===== src/rtl/lzd_pipe.sv =====
// ---------------------------------------------------------------------------
// lzd_pipe
//
// Purpose:
//   Parametrised, pipelined leading-zero counter for the ICDF GRNG datapath.
//   Counts the zeros from the MSB of a WIDTH-bit word downward, flags
//   all-zero words and carries a sideband tag alongside each result. The
//   block uses a valid/ready stream with backpressure and a synchronous
//   flush. It sits between the uniform-RNG word source and the
//   segment/ROM address generator.
//
// Parameters:
//   WIDTH  input word width, 2..128
//   PIPE   register stages in the tree, 1..4 (latency = PIPE cycles)
//   TAG_W  sideband tag width, >= 1
//   CW     count width, $clog2(WIDTH+1) (derived, not overridable)
//
// Ports:
//   clk        rising-edge clock
//   rst        asynchronous active-low reset
//   flush      synchronous pipeline clear
//   in_valid   input word valid
//   in_ready   block accepts the word this cycle
//   in_data    word to scan
//   in_tag     sideband, passed through unchanged
//   out_valid  result valid
//   out_ready  downstream accepts the result
//   out_count  leading-zero count, 0..WIDTH
//   out_zero   in_data was all zeros
//   out_tag    tag aligned with the result
//   out_norm   normalised word (in_data << out_count)
//
// Configuration macro:
//   LZD_NORM_EN  when defined, a normalising left shifter is built and
//                out_norm carries the shifted word. When undefined, no
//                shifter or data registers exist and out_norm is tied to 0.
// ---------------------------------------------------------------------------
module lzd_pipe #(
    parameter  int WIDTH = 61,
    parameter  int PIPE  = 2,
    parameter  int TAG_W = 4,
    localparam int CW    = $clog2(WIDTH + 1)
) (
    input  logic             clk,
    input  logic             rst,
    input  logic             flush,
    input  logic             in_valid,
    output logic             in_ready,
    input  logic [WIDTH-1:0] in_data,
    input  logic [TAG_W-1:0] in_tag,
    output logic             out_valid,
    input  logic             out_ready,
    output logic [CW-1:0]    out_count,
    output logic             out_zero,
    output logic [TAG_W-1:0] out_tag,
    output logic [WIDTH-1:0] out_norm
);

    // Tree geometry: the word is padded up to P = 2**L bits.
    localparam int L = $clog2(WIDTH);
    localparam int P = 1 << L;

    // Every tree level is packed into a P-bit vector. At level l the vector
    // holds P>>l nodes, each in a 2**l-bit field: the node's valid flag sits
    // in the field's top bit and its l-bit zero position in the low bits.
    // Because l+1 <= 2**l for every level, a field always has room for both,
    // so one register width serves every stage boundary. Level 0 is the
    // padded word itself (one bit per node, which is its own valid flag).
    function automatic logic [P-1:0] merge_level(input logic [P-1:0] cur,
                                                 input int lvl);
        logic [P-1:0] nxt;
        logic [P-1:0] fld_lo;
        logic [P-1:0] fld_hi;
        logic         v_lo;
        logic         v_hi;
        logic [L-1:0] p_lo;
        logic [L-1:0] p_hi;
        logic [L-1:0] mask;
        logic [L-1:0] npos;
        int           f;
        int           base;
        nxt  = '0;
        f    = 1 << lvl;
        mask = L'((1 << lvl) - 1);
        for (int j = 0; j < P / 2; j++) begin
            if (j < (P >> (lvl + 1))) begin
                base   = j * 2 * f;
                fld_lo = cur >> base;
                fld_hi = cur >> (base + f);
                v_lo   = 1'(fld_lo >> (f - 1));
                v_hi   = 1'(fld_hi >> (f - 1));
                p_lo   = L'(fld_lo) & mask;
                p_hi   = L'(fld_hi) & mask;
                // The upper half wins if it holds a one; otherwise the count
                // runs through the whole upper half into the lower one.
                npos   = v_hi ? p_hi : (p_lo | (L'(1) << lvl));
                nxt    = nxt | ((P'(npos) | (P'(v_hi | v_lo) << (2 * f - 1))) << base);
            end
        end
        return nxt;
    endfunction

    // Tree level reached at the output of stage k. Levels are shared out
    // evenly; stage PIPE always finishes the tree.
    function automatic int stage_hi(input int k);
        return (k * L) / PIPE;
    endfunction

    logic [P-1:0]            padded;
    logic [PIPE:1]           valid_q;
    logic [PIPE:1]           adv;
    logic [PIPE:1][P-1:0]    tree_d;
    logic [PIPE:1][P-1:0]    tree_q;
    logic [PIPE:1][TAG_W-1:0] tag_q;
    logic [P-1:0]            root;
    logic                    root_v;
    logic [L-1:0]            root_pos;
    logic [CW-1:0]           cnt;
    logic                    is_zero;
`ifdef LZD_NORM_EN
    logic [PIPE:1][WIDTH-1:0] data_q;
`endif

    // Pad with ones below the LSB so an all-zero word stops at exactly
    // WIDTH. When WIDTH is already a power of two no padding is added.
    always_comb begin
        padded = (P'(in_data) << (P - WIDTH)) | ((P'(1) << (P - WIDTH)) - P'(1));
    end

    // Stage k can advance unless it and every stage after it is full and
    // the sink is stalling. This is the unrolled form of
    // adv_k = ~valid_k | adv_{k+1}, so empty stages still load (bubbles
    // collapse) while the tail is held.
    always_comb begin
        logic full;
        adv = '0;
        for (int k = 1; k <= PIPE; k++) begin
            full = 1'b1;
            for (int j = 1; j <= PIPE; j++) begin
                if (j >= k) begin
                    full = full & valid_q[j];
                end
            end
            adv[k] = out_ready | ~full;
        end
        in_ready = adv[1] & ~flush;
    end

    // Combinational tree slice in front of each stage register.
    always_comb begin
        logic [P-1:0] cur;
        tree_d = '0;
        cur    = padded;
        for (int l = 0; l < L; l++) begin
            if (l < stage_hi(1)) begin
                cur = merge_level(cur, l);
            end
        end
        tree_d[1] = cur;
        for (int k = 2; k <= PIPE; k++) begin
            cur = tree_q[k-1];
            for (int l = 0; l < L; l++) begin
                if (l >= stage_hi(k - 1) && l < stage_hi(k)) begin
                    cur = merge_level(cur, l);
                end
            end
            tree_d[k] = cur;
        end
    end

    // Stage registers. Flush only clears the valid bits; the data registers
    // may keep stale contents because the outputs are gated by valid.
    always_ff @(posedge clk or negedge rst) begin
        if (!rst) begin
            valid_q <= '0;
            tree_q  <= '0;
            tag_q   <= '0;
`ifdef LZD_NORM_EN
            data_q  <= '0;
`endif
        end else if (flush) begin
            valid_q <= '0;
        end else begin
            if (adv[1]) begin
                valid_q[1] <= in_valid;
                if (in_valid) begin
                    tree_q[1] <= tree_d[1];
                    tag_q[1]  <= in_tag;
`ifdef LZD_NORM_EN
                    data_q[1] <= in_data;
`endif
                end
            end
            for (int k = 2; k <= PIPE; k++) begin
                if (adv[k]) begin
                    valid_q[k] <= valid_q[k-1];
                    if (valid_q[k-1]) begin
                        tree_q[k] <= tree_d[k];
                        tag_q[k]  <= tag_q[k-1];
`ifdef LZD_NORM_EN
                        data_q[k] <= data_q[k-1];
`endif
                    end
                end
            end
        end
    end

    // Decode the root node. A root position of WIDTH can only come from the
    // padding, and a clear root valid only from an unpadded all-zero word;
    // both mean the input was zero. Outputs read 0 whenever nothing is valid,
    // which also gives clean zeros straight out of reset.
    always_comb begin
        root      = tree_q[PIPE];
        root_v    = 1'(root >> (P - 1));
        root_pos  = L'(root);
        cnt       = CW'(root_pos);
        is_zero   = ~root_v | (cnt == CW'(WIDTH));
        out_valid = valid_q[PIPE];
        out_count = '0;
        out_zero  = 1'b0;
        out_tag   = '0;
        if (valid_q[PIPE]) begin
            out_count = is_zero ? CW'(WIDTH) : cnt;
            out_zero  = is_zero;
            out_tag   = tag_q[PIPE];
        end
    end

`ifdef LZD_NORM_EN
    // Normalising shift at the output. Shifting an all-zero word by WIDTH
    // leaves zero, so no special case is needed.
    always_comb begin
        out_norm = '0;
        if (valid_q[PIPE]) begin
            out_norm = data_q[PIPE] << out_count;
        end
    end
`else
    assign out_norm = '0;
`endif

endmodule

===== config.mk =====
export PLATFORM = sky130hd
export DESIGN_NAME = lzd_pipe
export DESIGN_NICKNAME = d
export VERILOG_FILES = /design/src/rtl/lzd_pipe.sv
export SDC_FILE = /design/constraint.sdc
export NUM_CORES = 1
export LEC_CHECK = 0
export CAP_MARGIN = 10
export CORE_MARGIN = 8
export CORE_UTILIZATION = 41
export CTS_CLUSTER_SIZE = 30
export DETAILED_ROUTE_END_ITERATION = 8
export PLACE_DENSITY = 0.82
export SLEW_MARGIN = 25
export SYNTH_ARGS = -nofsm -noshare
export SYNTH_HDL_FRONTEND = slang
export SYNTH_SLANG_ARGS = --single-unit

===== constraint.sdc =====
create_clock -name clk -period 2.6 [get_ports clk]
set_clock_uncertainty 0.15 [all_clocks]
set_input_delay 0.39 -clock clk [delete_from_list [all_inputs] [get_ports clk]]
set_output_delay 0.39 -clock clk [all_outputs]
set_load 0.005 [all_outputs]

# Yosys cells after proc, flatten, opt, wreduce, memory -nomap -nowiden
# Cells that the tools add are included.
# classes
eq_ne	1
muxes	69
bitwise_logic	187
n_reduce_logical	4
# op_table
operator	n
64-bit OR	24
6-bit by 64-bit OR with 64-bit output	4
6-bit by 32-bit OR with 32-bit output	4
6-bit by 56-bit OR with 56-bit output	2
6-bit by 48-bit OR with 48-bit output	2
1-bit OR	64
64-bit by 16-bit OR with 64-bit output	1
64-bit by 28-bit OR with 64-bit output	1
64-bit by 44-bit OR with 64-bit output	1
64-bit by 46-bit OR with 64-bit output	1
64-bit by 48-bit OR with 64-bit output	1
64-bit by 50-bit OR with 64-bit output	1
64-bit by 52-bit OR with 64-bit output	1
64-bit by 54-bit OR with 64-bit output	1
64-bit by 56-bit OR with 64-bit output	1
64-bit by 58-bit OR with 64-bit output	1
64-bit by 60-bit OR with 64-bit output	1
64-bit by 62-bit OR with 64-bit output	1
1-bit by 2-bit OR with 2-bit output	30
6-bit by 24-bit OR with 24-bit output	2
40-bit by 42-bit OR with 42-bit output	1
38-bit by 40-bit OR with 40-bit output	1
6-bit by 40-bit OR with 40-bit output	1
36-bit by 38-bit OR with 38-bit output	1
34 further kinds	113
# totals
register_bits	138
inputBits	70
output_inout_bits	74
elab_cells	267

# Depth between registers and ports, before layout
# depth
depth_word	58
mapped_depth	6
depth_no_buf	4

# Least setup slack after synthesis
# Ideal clock, no wire load.
# synth_path
path_type	register to register
from	register valid_q[2] in the netlist's numbering
to	register tree_q[40] in the netlist's numbering
setup_ps	126
arrival_ps	1598
required_ps	2324
slack_ps	726
path_stages_with_launch	6
path_buffers	2
synth_period_minus_slack_ps	1874
cell_sequence	dfrtp_1 > and3b_4 > or3b_4 > buf_6 > buf_2 > a221o_1
# synth_via
elab_chain_len	4
# synth_lines
item	line	source
start, declared	110	logic [PIPE:1] valid_q;
start signal, assigned by index	196	valid_q[k] <= valid_q[k-1];
1-bit bitwise AND	141	full = full & valid_q[j];
1-bit inverter	144	adv[k] = out_ready | ~full;
1-bit OR	144	
3-bit AND reduction (no source line)	-	
end signal, assigned by index	198	tree_q[k] <= tree_d[k];
end, declared	113	logic [PIPE:1][P-1:0] tree_q;
# No other way between the ends.
# A chain may end at the register's enable or synchronous reset.

# Worst setup path in the final report
# layout_path
from	register tree_q, in the netlist root[5]
to	output out_zero
# layout_via
elab_chain_len	3
# layout_lines
item	line	source
6-bit == test	218	is_zero = ~root_v | (cnt == CW'(WIDTH));
1-bit OR	218	
1-bit two-way mux	223	if (valid_q[PIPE]) begin
end, declared	54	output logic out_zero,
# No other way between the ends.

==> flow_summary.ini <==
[yosys]
ys_seq_area_share_pct = 40.6
syn_avg_cell_area_um2 = 8.95
yosysWarningCount = 0
synth_edf_count = 0
yosys.area.top_type_share_pct = 40.6
synth_area_leader_cell = dfrtp_1
synthArstFlopShare_pct = 100
ys.flop_type = dfrtp_1
synth_cells = 337
ys_top_cells_by_count = buf_4, dfrtp_1, nand2_1, nor2_1
syn_area_um2 = 3020
synth_most_common_cell = buf_4
ys_top_cells_by_area = dfrtp_1, buf_4, nand2_1
synth-seq-cells = 49
synth_cell_types = 46

[cts]
cts_sinks = 49
numCtsBuffers = 5
cts-root-buf = clkbuf_8
cts.reportedPaths.clkPinSlew_ns = 0.10
h-tree-depth = 2
clk_latency_ns = 0.31
post-cts-setup-buffers = 0
cts_hold_buf = 1
tritoncts = done
cts_buffer_depth = 2
cts_resized = 0

[detailed_routing]
drc_errors = 0
vias_per_cell = 4.79
drtIter0Drc = 100
ant_nets = 0
dr.pass1.iters = 4
drt-total-wl_mm = 7.25
vias = 2492
wl_per_cell_um = 13.9

[finish]
nets = 490
diodes = 0
fillers = 664
drive_gt1_share_pct = 6.89
register_area_um2 = 1230
fin_area_um2 = 3820
area_growth_pct = 26.8
fin_util_pct = 53.3
multi_input_area_um2 = 1420

[timing]
hold_viol = 0
slew_violations = 0
fmax_ghz = 0.417
min_period_ns = 2.40
fin_setup_tns_ns = 0
rsz0062_at_grt = no
setup_violations = 0
fin_crit_sh_pct = 92.3
slew_headroom_pct = 55.4
fin_ws_ns = 0.199
tightestPinTransition_ns = 0.668

[worst_setup_path]
worstSetupStartpointType = flop
cp_max_fo = 3
cp-end-kind = output port
rr_worst_depth = 4
critPathKind = flop to output port
cp.arrival_ns = 1.86
required_ns = 2.06

[floorplan]
die_x_um = 102
start_util_pct = 42.0
fp-row-count = 31
core_area_um2 = 7180
ios = 144
die-area_um2 = 10400
die_h_um = 102

[global_routing]
grt_pass1_wl_mm = 11.5
grt_antenna_before_repair = 0
grt_usage_pct = 13.7
grt-ovfl-total = 0
grt_max_degree = 31
grt_pass1_vias = 2524

[power]
p_clk_share_pct = 27.2
p_seq_share_pct = 52.6
ir_worst_vdd_mv = 0.239
p_switching_mw = 0.458
power_density_nw_per_um2 = 436
p_comb_share_pct = 20.2
internal-power_mw = 1.21
finalPower_mw = 1.67
total_leakage_power_nw = 1.74
swShare_pct = 27.5

[placement]
io_buffers = 82
place_ws_ns = 0.155
dpl-instance-area_um2 = 3720
finalWeightedCongestion = 0.780
hpwl_mm = 5.91

[job]
drv_cap = 0

[outcome]
status = completed

[worst_hold_path]
min_path_cells = 1
hold_class = flop to flop
## worst paths after layout
path,endpoint,slack (ns),from
setup / recovery,out_zero,0.20,root[5]
hold reg to reg,tree_q[7],0.33,tree_q[7]
hold / removal,tree_q[7],0.33,tree_q[7]
min in group asynchronous,root[5],0.49,rst
setup reg to reg,tree_q[24],0.46,valid_q[2]
max in group asynchronous,root[2],1.08,rst
## worst max-delay path: stages, from the launching register on
cell	delay, ns
dfrtp_1	0.39
nand4_1	0.13
or3_1	0.32
a21boi_0	0.18
clkdlybuf4s50_1	0.53
## through the flow
stage | std cells | hold WS (ns)
6_report | 520 | 0.327
2_1_floorplan | 397 | -0.0556
5_1_grt | 520 | 0.347
3_5_place_dp | 511 | 0.307
4_1_cts | 520 | 0.328
3_3_place_gp | 511 | 0.299
## flip-flops by register name (all words and copies together) (netlist names)
register  flops
root          7
tag_q         8
tree_q       32
valid_q       2
## power groups by stage
stage | combinational [mW] | clock [mW] | sequential [mW]
3_5_place_dp | 0.333 | 0 | 0.892
3_3_place_gp | 0.323 | 0 | 0.889
2_1_floorplan | 0.227 | 0 | 0.872
5_1_grt | 0.373 | 0.494 | 0.887
6_report | 0.336 | 0.454 | 0.877
4_1_cts | 0.335 | 0.459 | 0.877
## cell type report
type                    count  area share (%)
clock buffers               5            1.80
clock inverters             3           0.589
inverters                  21            2.06
multi-input cells         254            37.1
flip-flops and latches     49            32.1
well taps                  99            3.24
repair buffers             89            23.1
## placed cells by master (no fill, tap or decap), drive strengths merged, types with 4 or more instances in the layout
master,Yosys,layout
clkbuf,6,5
o211ai,4,4
inv,21,21
o41ai,8,8
conb,1,61
a21oi,21,21
a221o,7,7
o21a,4,4
nor3,14,14
nand2,34,34
clkdlybuf4s50,0,81
o21ai,6,6
and2,4,4
a31oi,5,5
or4,9,9
mux2,6,6
a21o,7,7
buf,67,7
dfrtp,49,49
nor2,33,33
## routing by layer
metal	wire length, um	vias to the layer above	track usage (%)	part of all wire [%]
li1	-	1221	-	-
met1	3080	1170	16.7	42
met2	3520	94	23.0	49
met3	558	7	3.57	7.7
met4	94	0	3.89	1.3
met5	0	-	0	0
## kinds of logic after synthesis
family	Yosys count	synth area share, %
AOI/OAI and AO/OA	76	18.0
DFF	49	40.6
muxes	9	3.24
and+or+nand+nor	108	18.3
other	1	0.124
buffers and inverters	94	19.7
No activity file was read; power rests on OpenSTA's default activity.
